--- src/rtl/credit_lookup_fifo.sv ---
// Credit-based lookup stage: address stream in, fixed-latency RAM reads out, read words returned
// through an output FIFO whose depth sets the number of credits, so no returning word is dropped.
module credit_lookup_fifo #(
    parameter int unsigned ADDR_W     = 8,
    parameter int unsigned DATA_W     = 16,
    parameter int unsigned FIFO_DEPTH = 4,
    localparam int unsigned CNT_W     = $clog2(FIFO_DEPTH + 1)
) (
    input  logic              aclk,
    input  logic              aresetn,
    input  logic [ADDR_W-1:0] in_tdata,
    input  logic              in_tlast,
    input  logic              in_tvalid,
    output logic              in_tready,
    output logic [ADDR_W-1:0] rd_addr,
    output logic              rd_read,
    input  logic [DATA_W-1:0] rd_data,
    input  logic              rd_valid,
    output logic [DATA_W-1:0] out_tdata,
    output logic              out_tlast,
    output logic              out_tvalid,
    input  logic              out_tready,
    output logic [CNT_W-1:0]  credit_cnt,
    output logic              protocol_err
);

    localparam int unsigned IDX_W = $clog2(FIFO_DEPTH);
    localparam int unsigned PTR_W = IDX_W + 1;

    logic                  init_q;
    logic [CNT_W-1:0]      credit_q, credit_d;
    logic [CNT_W-1:0]      outst_q, outst_d;
    logic [PTR_W-1:0]      dwr_q, rd_q;
    logic [IDX_W-1:0]      twr_q;
    logic [DATA_W-1:0]     data_mem_q [FIFO_DEPTH];
    logic [FIFO_DEPTH-1:0] tag_q;
    logic                  err_q;

    logic issue, pop, ret_ok, fifo_empty, fifo_full;

    // Ready stays low for the first edge after reset release so it never follows aresetn directly.
    assign in_tready  = init_q & (credit_q != '0);
    assign issue      = in_tvalid & in_tready;
    assign rd_read    = issue;
    assign rd_addr    = in_tdata;

    assign fifo_empty = (dwr_q == rd_q);
    assign fifo_full  = (dwr_q[IDX_W-1:0] == rd_q[IDX_W-1:0]) && (dwr_q[IDX_W] != rd_q[IDX_W]);
    assign out_tvalid = !fifo_empty;
    assign pop        = out_tvalid & out_tready;
    assign ret_ok     = rd_valid & (outst_q != '0) & !fifo_full;

    assign out_tdata    = out_tvalid ? data_mem_q[rd_q[IDX_W-1:0]] : '0;
    assign out_tlast    = out_tvalid & tag_q[rd_q[IDX_W-1:0]];
    assign credit_cnt   = credit_q;
    assign protocol_err = err_q;

    always_comb begin
        credit_d = credit_q;
        if (issue && !pop) begin
            credit_d = credit_q - CNT_W'(1);
        end else if (pop && !issue) begin
            credit_d = credit_q + CNT_W'(1);
        end

        outst_d = outst_q;
        if (issue && !ret_ok) begin
            outst_d = outst_q + CNT_W'(1);
        end else if (ret_ok && !issue) begin
            outst_d = outst_q - CNT_W'(1);
        end
    end

    always_ff @(posedge aclk or negedge aresetn) begin
        if (!aresetn) begin
            init_q   <= 1'b0;
            credit_q <= CNT_W'(FIFO_DEPTH);
            outst_q  <= '0;
            dwr_q    <= '0;
            rd_q     <= '0;
            twr_q    <= '0;
            tag_q    <= '0;
            err_q    <= 1'b0;
        end else begin
            init_q   <= 1'b1;
            credit_q <= credit_d;
            outst_q  <= outst_d;
            if (issue) begin
                tag_q[twr_q] <= in_tlast;
                twr_q        <= twr_q + IDX_W'(1);
            end
            if (ret_ok) begin
                dwr_q <= dwr_q + PTR_W'(1);
            end
            if (pop) begin
                rd_q <= rd_q + PTR_W'(1);
            end
            // A return with nothing outstanding is a RAM-side fault; flag it until reset.
            if (rd_valid && (outst_q == '0)) begin
                err_q <= 1'b1;
            end
        end
    end

    // Storage needs no reset: entries are only visible once written.
    always_ff @(posedge aclk) begin
        if (ret_ok) begin
            data_mem_q[dwr_q[IDX_W-1:0]] <= rd_data;
        end
    end

endmodule

--- config.mk ---
export PLATFORM = sky130hd
export DESIGN_NAME = credit_lookup_fifo
export DESIGN_NICKNAME = d
export VERILOG_FILES = /design/src/rtl/credit_lookup_fifo.sv
export SDC_FILE = /design/constraint.sdc
export NUM_CORES = 1
export LEC_CHECK = 0
export CAP_MARGIN = 10
export CORE_MARGIN = 8
export CORE_UTILIZATION = 53
export DETAILED_ROUTE_END_ITERATION = 6
export GPL_TIMING_DRIVEN = 1
export PLACE_DENSITY = 0.8
export SLEW_MARGIN = 20
export SYNTH_ARGS = -nofsm -noshare
export SYNTH_HDL_FRONTEND = slang
export SYNTH_SLANG_ARGS = --single-unit
export TNS_END_PERCENT = 10
--- constraint.sdc ---
create_clock -name aclk -period 3.03 [get_ports aclk]
set_clock_uncertainty 0.05 [all_clocks]
set_input_delay 0.4545 -clock aclk [delete_from_list [all_inputs] [get_ports aclk]]
set_output_delay 0.4545 -clock aclk [all_outputs]
set_load 0.01 [all_outputs]
After elaboration in Yosys (flattened, before gate mapping):

Memory sizes are Yosys's and may differ from the RTL's.
Index checks and enable logic that the tools add are counted.

* memories kept: 1
* latch bits: 0
* RAM bits: 64
* flip-flop bits (word level): 20
* input bits: 30
* output and inout port bits: 32
* logic and storage cells: 57
* ROM bits: 0

Memories
* data_mem_q: words 4, width 16, rd ports 1, clocked after memory_dff 0, wr ports 1, line 35 `logic [DATA_W-1:0] data_mem_q [FIFO_DEPTH];`

* divide/modulo/power cells: 0
* reductions and logical operators: 17
* multipliers: 0
* order comparisons: 3
* equality and inequality tests: 3
* mux-type cells: 12
* bitwise logic cells: 6
* add/sub/neg operators: 7
* shift operators: 0

Operators with widths (count)
* two-way mux 16 bit: 1
* adder 3 x 1 -> 3 bit (second input constant): 4
* two-way mux 3 bit: 4
* logical AND 1 bit: 7
* bitwise AND 1 bit: 6
* < comparator 2 x 3 -> 1 bit (second input constant): 2
* nonzero test 3 bit: 2
* subtractor 3 x 1 -> 3 bit (second input constant): 2
* zero test 1 bit: 5
* bitwise mux 4 bit: 1
* two-way mux 1 bit: 4
* nonzero test 2 bit: 2
* equality test 3 bit: 1
* zero test 3 bit: 1
* adder 2 x 1 -> 2 bit (second input constant): 1
* binary-select mux 1 bit (select 2 bit): 1
* demux 1 bit (select 2 bit): 1
* equality test 2 bit: 1
* >= comparator 2 x 1 -> 1 bit (second input constant): 1
* != test 1 bit: 1

Logic depth before layout (Yosys ltp):

* depth in word-level cells: 7
* mapped depth: 10
* mapped depth without buffers: 9

Worst setup path after synthesis:

Ideal clock, no wire load.

* path type: reg2reg
* start: register rd_q[1]
* end: register outst_q[1]
* cell stages (with the launch flop): 9
* buffers on the path: 1
* arrival time: 2.069 ns
* setup slack: 0.787 ns
* period minus slack after synthesis: 2.243 ns
* data required time: 2.855 ns
* setup time: 0.125 ns
* path through: dfrtp_1 -> buf_6 -> xnor2_2 -> a311oi_4 -> inv_1 -> ha_1 -> inv_1 -> fa_1 -> mux2_2

* word-level cells in the longest chain between the ends: 7
* elaborated cells on any way between the ends: 9
* those cells by class: eq/ne (1); mux (1); bitwise (1); reduce/logical (6)

Ends and longest elaborated chain
* start, declared: line 33 `logic [PTR_W-1:0] dwr_q, rd_q;`
* start signal, assigned: line 96 `rd_q <= rd_q + PTR_W'(1);`
* equality test 2 bit: line 48 `assign fifo_full = (dwr_q[IDX_W-1:0] == rd_q[IDX_W-1:0]) && (dwr_q[IDX_W] != rd_q[IDX_W]);`
* logical AND 1 bit: line 48
* zero test 1 bit: line 51 `assign ret_ok = rd_valid & (outst_q != '0) & !fifo_full;`
* bitwise AND 1 bit: line 51
* zero test 1 bit: line 67 `if (issue && !ret_ok) begin`
* logical AND 1 bit: line 67
* two-way mux 3 bit: line 67
* named net outst_d[1]: line 32 `logic [CNT_W-1:0] outst_q, outst_d;`
* end signal, assigned: line 87 `outst_q <= outst_d;`
* end, declared: line 32

The timed path passes the listed nets, and every way through them passes these cells.
A chain may end at the register's enable or synchronous reset.

Final worst setup path:

* start: register dwr_q[0]
* end: output port out_tdata[0]

* word-level cells in the longest chain between the ends: 2

Ends and longest elaborated chain
* start, declared: line 33
* start signal, assigned: line 93 `dwr_q <= dwr_q + PTR_W'(1);`
* equality test 3 bit: line 47 `assign fifo_empty = (dwr_q == rd_q);`
* two-way mux 16 bit: line 53 `assign out_tdata = out_tvalid ? data_mem_q[rd_q[IDX_W-1:0]] : '0;`
* end, declared: line 19 `output logic [DATA_W-1:0] out_tdata,`

No other way between the ends.

==> impl_summary.log <==
INFO  metric place_area = 0.00426 mm²
INFO  metric worst_setup_path_start_kind = register
INFO  metric final.hold.worst_slack = 0.414 ns
INFO  metric worst_ir_drop_vdd = 578 µV
INFO  metric critical_path.slowest_cell = clkdlybuf4s50_1
INFO  metric grt_pass1_vias = between 2000 and 2500
INFO  metric worst-endpoint-required = 2.53 ns
INFO  metric leakage_component_of_the_power = around 0.0016 µW
INFO  metric power-per-cell-area = 1110 mW/mm²
INFO  metric overflow = 0
INFO  metric cts.reportedPaths.clkPinSlew = approximately 0.080 ns
INFO  metric route.antenna.remaining_nets = 0
INFO  metric htree_levels = 3
INFO  metric seqCellArea = 0.00242 mm²
INFO  metric finalPower = 5000 µW
INFO  metric worstHoldPathCells = 1
INFO  metric starting_utilization_of_the_core_area = between 50 and 60%
INFO  metric fin_setup_tns = 0 ns
INFO  metric wire_length_of_the_first_global_routing_pass = approximately 10000 µm
INFO  metric drv_slew = 0
INFO  metric worst_r2r_path_depth = 7
INFO  metric die_h = 99.7 µm
INFO  metric insertedDiodeCount = 0
INFO  metric ios = 62
INFO  metric route.vias.total = 1847
INFO  metric buffer_ports.inserted = 45
INFO  metric worstMarginPinSlew = 0.901 ns
INFO  metric netlist_instances = 204
INFO  metric arrival = 2.33 ns
INFO  metric post_route_cells_drive_above_1_share = 20.0%
INFO  metric mappedNetlistArea = 0.00371 mm²
INFO  metric clkLatencyLatePin = around 0.34 ns
INFO  metric worst_min_path_class = register to register
INFO  metric antenna_found_initial = 0
INFO  metric drc_errors = 0
INFO  metric timing.critical_path.slowest_cell_delay = ~0.56 ns
INFO  metric max-clock-path-buffers = 2
INFO  metric drt-vias-per-instance = 5.19
INFO  metric min_to = protocol_err
INFO  metric peak_clock_frequency_supported_by_timing = 353 MHz
INFO  metric number_of_drc_markers_after_the_initial_detailed_route_iteration = 90
INFO  metric finalHoldViolCount = 0
INFO  metric cts_made_buffers = 9
INFO  metric wire_per_inst = 17.6 µm
INFO  metric worstReg2RegStart = rd_q[1]
INFO  metric setup-violations-final = 0
INFO  metric layout_min_cycle_time = 2.83 ns
INFO  metric global_placement_routability_congestion = 0.667
INFO  metric cts_tree = built
INFO  metric dp_hpwl = 4480 µm
INFO  metric synth_enable_flop_cells = 64
INFO  metric fp.dieW = roughly 100 µm
INFO  metric drtPass1Iterations = 4
INFO  metric worst-setup-path-type = register to primary output
INFO  metric nets_final = 298
INFO  metric finalWirelength = 6280 µm
INFO  metric ys_seq_elements = 84
INFO  metric synth_sequential_area_ratio = 65.3%
INFO  metric proportion_of_register_bits_with_asynchronous_set_or_reset_after_synthesis = 23.8%
INFO  metric ctsHoldBuffers = 0
INFO  metric root_buffer = clkbuf_8
INFO  metric syn-num-nets = between 200 and 250
INFO  metric die_area = 0.00993 mm²
INFO  metric hold_start = protocol_err
INFO  metric clock_sink_count = 84
INFO  metric number_of_post_cts_setup_repair_buffers = 0
INFO  metric multi_input_area = approximately 0.0012 mm²
INFO  metric area_delta_synth_final = 21.8%
INFO  metric num-fill-cells = 476
INFO  metric crit_path_cell_trace = xor2_1 > nor3_4 > buf_4 > nor2b_1 > clkdlybuf4s50_1
INFO  metric floorplan.rows = 30
INFO  metric maxCapViolations = 0
INFO  metric rsz0062_at_grt = no
INFO  metric synthesis.yosys.warnings = 0
INFO  metric cp-end-kind = primary output
INFO  metric path_max_fanout = 10
INFO  metric postSynth.topFlopCell = edfxtp_1
INFO  metric layout_worst_path_cycle_share = 93.5%
INFO  metric grt_start_max_net_pins = 21
INFO  metric finalInstanceArea = 0.00452 mm²
INFO  metric outcome = finished, final reports clean
INFO  metric area_of_the_core_region = 0.00679 mm²
INFO  metric max_slew_margin = 39.8%
INFO  metric post_cts.resized_instances = 0
INFO  metric global_route.usage.total = 13.9%
INFO  metric r2r_setup_slack = a little under 0.6 ns
INFO  metric rr_endpoint = outst_q[1]
INFO  metric netlist-cell-type-count = 37
INFO  metric synth_area_per_cell = approximately 18 µm²
[critical path, delay by kind of cell, from the launching register on]
family | cells | cell delay [ns]
buffers and inverters | 2 | 0.75
DFF | 1 | 0.49
and+or+nand+nor | 2 | 0.24
xor gates and xnor gates | 1 | 0.49
[cells by family (layout without fill, tap and decap cells)]
family          count (synthesis)  after routing  synth area share, %
buf+inv                        25             81                 3.88
mux                            25             25                 13.4
compound gates                 11             11                 3.20
flops                          84             84                 65.3
simple gates                   30             30                 4.82
fa+ha+maj                      13             13                 4.79
xor+xnor                       15             15                 4.45
other cells                     1              1                0.101
[placed cells by master (no fill, tap or decap), types with 6 or more instances in the layout]
cell type	Yosys	routed
buf_4	9	8
clkbuf_8	0	9
clkdlybuf4s50_1	0	45
dfrtp_1	19	19
edfxtp_1	64	64
ha_1	11	11
inv_1	11	11
mux4_2	12	12
nor2b_1	17	17
xnor2_1	6	6
[per-stage QoR]
step	worst slack [ns]	cells	util [%]
final	0.198	356	66.5
after global routing	0.0363	356	66.5
after CTS	0.0987	356	66.4
after detailed placement	0.441	340	62.8
after global placement	0.476	340	62.8
after floorplan	0.787	204	-
[sequential cells by signal, summed over array words and instances, names as in the netlist, 2 cells and up]
name        flops
credit_cnt      3
data_mem_q     64
dwr_q           3
outst_q         3
rd_q            3
tag_q           4
twr_q           2
[where the power goes]
group / total (µW) / internal, µW / leakage [µW] / switching (µW)
Clock: 949 / 554 / 0.000123 / 395
Combinational: 2240 / 1220 / 0.000708 / 1020
Sequential: 1810 / 1600 / 0.000818 / 214
[cell usage after synthesis, drive strengths merged, types with 2 or more instances]
| library cell | number | area [µm²] |
|---|---|---|
| inv | 11 | 41.3 |
| buf | 12 | 95.1 |
| o311ai | 2 | 17.5 |
| mux2 | 7 | 86.3 |
| nand2 | 5 | 18.8 |
| xnor2 | 8 | 85.1 |
| dfrtp | 19 | 475 |
| edfxtp | 64 | 1920 |
| ha | 11 | 138 |
| and2 | 3 | 18.8 |
| mux4 | 17 | 402 |
| nor3 | 2 | 21.3 |
| xor2 | 7 | 80.1 |
| nor2 | 2 | 7.51 |
| fa | 2 | 40.0 |
| clkbuf | 2 | 7.51 |
| nor2b | 17 | 106 |
[metal layers]
layer	share of wire (%)	vias to the layer above	global-route usage, %
li1	-	862	-
met1	42	935	16.6
met2	52	39	22.7
met3	4.3	11	3.56
met4	2.1	0	6.64
met5	0	-	0
[area by class of cell]
cell class	count	area share (%)
Inverter	11	0.914
Tap cell	96	2.66
Timing Repair Buffer	54	11.7
Multi-Input combinational cell	95	25.6
Clock buffer	9	2.74
Clock inverter	7	2.71
Sequential cell	84	53.6
[worst max path at each step]
stage	start	to	slack [ns]	depth (start not counted)
floorplan	rd_q[1]	outst_q[1]	0.79	8
global placement	rd_valid	outst_q[1]	0.48	8
detailed placement	rd_valid	outst_q[1]	0.44	8
CTS	rd_q[1]	out_tdata[0]	0.1	5
global route	dwr_q[0]	out_tdata[1]	0.04	5
finish	dwr_q[0]	out_tdata[0]	0.20	5
No activity file was read; power rests on OpenSTA's default activity.
==> patch 1: new RTL, same settings <==
Make the reset (`aresetn`) synchronous in one clocked block.
--- a/src/rtl/credit_lookup_fifo.sv
+++ b/src/rtl/credit_lookup_fifo.sv
@@ -73,3 +73,3 @@
 
-    always_ff @(posedge aclk or negedge aresetn) begin
+    always_ff @(posedge aclk) begin
         if (!aresetn) begin
Formal check against the unedited RTL: differs if aresetn is asserted again (counterexample within 4 cycles, from zero or initial values and one cycle with aresetn low); with aresetn held inactive, the same outputs for 4 cycles.
==> patch 1 against the unedited design <==
- die area decreased by 0.54%
- power fell by 24%
- clock power fell by 16%
- worst setup slack improved by 0.095 ns
- routed wire length is 1.1% lower
- design area is 2.1% lower
- synthesized area is 0.64% lower
- sequential cell count is 2 higher
- largest cell class unchanged
- highest routed layer unchanged
==> patch 1: results (changes against the unedited design) <==
- Number of design-rule violations left by the first detailed-router iteration: 37 (-59%)
- Largest net degree at the start of global routing: 20 (-4.8%)
- Portion of the post-synthesis area used by sequential elements: 64.1% (-1.2 points)
- Sum of met2 wire segment lengths after detailed routing: 3130 um (-3.4%)
- Post-synthesis net count: 278 (+13%)
- Sum of routed wire length over all layers: 6210 um (-1.1%)
- Final #Nets: 329 (+10%)
- Clk root buf: sky130_fd_sc_hd__clkbuf_8
- Top area cells in the synthesized netlist: sky130_fd_sc_hd__edfxtp_1 (52%), sky130_fd_sc_hd__dfxtp_1 (12%), sky130_fd_sc_hd__mux4_2 (9.8%), sky130_fd_sc_hd__ha_1 (3.7%), sky130_fd_sc_hd__and2_1 (3.4%)
- Outcome: finished clean
- Hpwl dp: 4390 um (-2.0%)
- Vias in the first global route: 2108 (+5.2%)
- Wire length of the first global-routing pass: 10400 um (about the same)
- Fraction of layout instances using a drive strength above 1: 16.5% (-3.5 points)
- First-pass iteration count of the detailed router: 4 (unchanged)
- Average via count per standard cell: 5.26 (+1.5%)
- CTS Buf Count: 9 (unchanged)
- CTS resizes: 0 (unchanged)
- Clock transition at the registers of the reported paths: 0.08 ns (about the same)
- Met1 wire length: 2630 um (-0.46%)
- Internal reg-to-reg setup slack: 0.63 ns (+0.04 ns)
- Crit path max-delay cell type: sky130_fd_sc_hd__clkdlybuf4s50_1
- Shortest period the worst path allows: 2.74 ns (-0.0951 ns)
- Synth cell types: 35 (-5.4%)
- RePlAce Congestion: 0.708 (+6.2%)
- Worst IR drop on VDD: 0.465 mV (-20%)
- Static power due to leakage: 1.54 nW (-6.6%)
- Diodes inserted: 0 (unchanged)
- Post-placement setup slack: 0.428 ns (-0.0135 ns)
- Max Buffers Root-to-Sink: 2 (unchanged)
- Crit-path max cell delay: 0.54 ns (-0.02 ns)
- Yosys warnings: 0 (unchanged)
- Count of input and output buffers: 45 (unchanged)
- Highest Signal Layer: met4
- Total global-route track usage: 13.8% (-0.051 points)
- Hold WS: 0.414 ns (-0.000429 ns)
- Ranking of synthesized cells by instance count: sky130_fd_sc_hd__edfxtp_1 (64), sky130_fd_sc_hd__dfxtp_1 (22), sky130_fd_sc_hd__and2_1 (20)
- Worst slew margin: 72.1% (+32 points)
- Max FO, Critical Path: 18 (+8)
- Length of routed met3 wiring: 314 um (+16%)
- WP data arrival: 2.23 ns (-0.10 ns)
- Max FFs per register: 64 (unchanged)
- Post-CTS setup buffer count: 0 (unchanged)
- Share of synthesized flip-flops with an asynchronous set or reset: 0% (-24 points)
[patch 1: changes by cell type after synthesis, sizes merged, moves of 3 or more]
cell and delta:
a21oi +3, and2 +17, dfrtp -19, dfxtp +22, inv +3, mux2 -7, mux2i +11, nand2 +12
nor2 +6, nor2b -17, xnor2 -4
[patch 1: kinds of logic after synthesis]
family / synth area share (%)
AOI/OAI and AO/OA: 3.12
xor gates and xnor gates: 2.55
adders and majority gates: 4.82
buffers and inverters: 4.38
DFF: 64.1
muxes: 13.7
and+or+nand+nor: 7.30
[patch 1: layer usage]
layer  track usage, %  vias up
met3             3.91       12
met1             15.0      939
met5                0        -
met4             7.68        0
met2             23.8       47
li1                 -      955
[patch 1: metrics by stage]
step	power [W]	cells	instance area, sq um
after CTS	0.00386	371	4420
after global placement	0.00300	355	4220
after global routing	0.00403	371	4420
after floorplan	0.00243	235	3690
after detailed placement	0.00305	355	4220
final	0.00378	371	4420
[patch 1: worst register-to-register path, cell delays in order, from the launching register on]
cell,delay (ns)
sky130_fd_sc_hd__dfxtp_1,0.42
sky130_fd_sc_hd__xor2_1,0.36
sky130_fd_sc_hd__a311oi_4,0.21
sky130_fd_sc_hd__inv_1,0.10
sky130_fd_sc_hd__ha_1,0.17
sky130_fd_sc_hd__inv_1,0.06
sky130_fd_sc_hd__fa_1,0.37
sky130_fd_sc_hd__xor2_1,0.16
sky130_fd_sc_hd__or3_1,0.31
sky130_fd_sc_hd__a21oi_1,0.14
[patch 1: path summary, 6_finish.rpt]
check / from / end / cells after the start
max: rd_q[0] / out_tdata[6] / 5
min: tag_q[1] / tag_q[1] / 2
max reg2reg: rd_q[2] / outst_q[2] / 9
min reg2reg: tag_q[1] / tag_q[1] / 2
[patch 1: power breakdown]
group          switching, W  internal, W  leakage (nW)  total [W]
registers         0.0000983      0.00144         0.760    0.00154
clock network      0.000410     0.000391        0.0982   0.000801
logic              0.000659     0.000779         0.683    0.00144
total               0.00117      0.00261          1.54    0.00378
[patch 1: final cells by class]
type,count,area (sq um)
clock buffers,9,124
clock inverters,7,78.8
fillers,481,2330
inverters,15,56.3
multi-input cells,118,1170
flip-flops and latches,86,2360
well taps,80,100
repair buffers,56,533
==> patch 2: new RTL, config.mk and constraints unchanged <==
Without the edit above. The parameter `DATA_W` goes from 16 to 24.
--- a/src/rtl/credit_lookup_fifo.sv
+++ b/src/rtl/credit_lookup_fifo.sv
@@ -4,3 +4,3 @@
     parameter int unsigned ADDR_W     = 8,
-    parameter int unsigned DATA_W     = 16,
+    parameter int unsigned DATA_W     = 24,
     parameter int unsigned FIFO_DEPTH = 4,
Interface: changed (resized out_tdata and rd_data); port bits go from 62 to 78. The function was not compared with the original's and may differ.
==> patch 2 against the unedited design <==
- sequential power increased by 35%
- worst setup slack got worse by 0.12 ns
- synthesized area increased by 32%
- sequential cell count increased by 32
- combinational power increased by 39%
- routed wire length increased by 51%
- power increased by 52%
- utilization increased by 3.1 points
- design area increased by 40%
==> patch 2: results (changes against the unedited design) <==
- Average detailed-routed wire length per instance: 20.8 um (+18%)
- Average via count per standard cell: 5.46 (+5.2%)
- Outcome: finished clean
- Slew of the pin with the lowest slew margin: 0.921 ns (+0.0207 ns)
- CTS Buf Count: 17 (+8)
- Worst IR drop on VDD: 0.581 mV (+0.54%)
- NetSw: 0.00240 W (+47%)
- Hpwl dp: 5720 um (+28%)
- Vias in the first global route: 2742 (+37%)
- Post-placement setup slack: 0.363 ns (-0.0783 ns)
- RePlAce Congestion: 0.750 (+12%)
- Total global-route track usage: 15.3% (+1.4 points)
- Wire length of the first global-routing pass: 14500 um (+40%)
- Internal reg-to-reg setup slack: 0.42 ns (-0.17 ns)
- Number of H-tree branching levels: 4 (+1)
- Post-synthesis net count: 306 (+24%)
- Count of input and output buffers: 61 (+36%)
- Shortest period the worst path allows: 2.95 ns (+0.118 ns)
- Combinational Power Share: 40.9% (-3.9 points)
- Clock transition at the registers of the reported paths: 0.06 ns (-0.02 ns)
- Number of flops mapped to enable cells by yosys: 96 (+50%)
- Synth cell types: 39 (+5.4%)
- P_clk: 0.00204 W (+110%)
- Share of synthesized flip-flops with an asynchronous set or reset: 17.2% (-6.6 points)
- Ranking of synthesized cells by instance count: sky130_fd_sc_hd__edfxtp_1 (96), sky130_fd_sc_hd__mux4_2 (25), sky130_fd_sc_hd__nor2b_1 (25)
- Hold WS: 0.414 ns (-0.000575 ns)
- Final #Nets: 381 (+28%)
- Number of design-rule violations left by the first detailed-router iteration: 106 (+18%)
- Final standard cell count with taps included and fillers excluded: 454 (+28%)
- Clock network latency to the later pin of the worst-skew pair: 0.51 ns (+0.17 ns)
- Top area cells in the synthesized netlist: sky130_fd_sc_hd__edfxtp_1 (59%), sky130_fd_sc_hd__mux4_2 (11%), sky130_fd_sc_hd__dfrtp_1 (9.7%), sky130_fd_sc_hd__nor2b_1 (3.2%), sky130_fd_sc_hd__ha_1 (2.8%)
- Max FFs per register: 96 (+50%)
- WP data arrival: 2.45 ns (+0.12 ns)
- Fraction of layout instances using a drive strength above 1: 25.4% (+5.4 points)
- Syn Area/Cell: 19.2 sq um (+5.7%)
==> patch 2: cell types whose count changed after synthesis, sizes merged <==
cell    change
clkbuf      -2
nor2b       +8
buf         +5
mux4        +8
edfxtp     +32
==> patch 2: kinds of logic after synthesis <==
kind of cell / count (synthesis) / synth area share [%]
muxes: 33 / 13.4
and+or+nand+nor: 38 / 4.75
buffers and inverters: 28 / 3.22
AOI/OAI and AO/OA: 11 / 2.42
other: 1 / 0.0765
DFF: 116 / 69.0
adders and majority gates: 13 / 3.62
xor gates and xnor gates: 15 / 3.52
==> patch 2: metal layers <==
metal	vias to the layer above	share of wire (%)	track usage (%)
met2	74	52	25.8
li1	1119	-	-
met1	1274	41	17.4
met5	-	0	0
met4	0	1.3	7.46
met3	12	5.5	4.67
==> patch 2: worst max-delay path, delay by kind of cell (launching register included) <==
kind	cells	cell delay (ns)
xor+xnor	1	0.37
flops	1	0.46
buf+inv	2	0.78
simple gates	2	0.33
==> patch 2: area by class of cell <==
class,instances,area share (%)
sequential,116,53.4
multi-input combinational,111,21.9
timing repair buffer,73,12.1
clock buffer,17,6.53
clock inverter,15,3.20
tap,111,2.19
inverter,11,0.651
==> patch 2: what timing repair did <==
item,in CTS,in global routing
buffers inserted,2,0
gates resized for setup,2,2
cloned,0,1
endpoints found under the setup margin,25,3
pin swaps,1,0
endpoints found under the hold margin,0,0
==> patch 2: path summary, 6_finish.rpt <==
check | start | end | depth (start not counted)
setup / recovery | rd_q[2] | out_tdata[3] | 5
hold / removal | aresetn | init_q | 1
setup reg to reg | rd_q[1] | outst_q[2] | 10
hold reg to reg | protocol_err | protocol_err | 1
max in group asynchronous | aresetn | rd_q[0] | 1
min in group aclk | protocol_err | protocol_err | 1
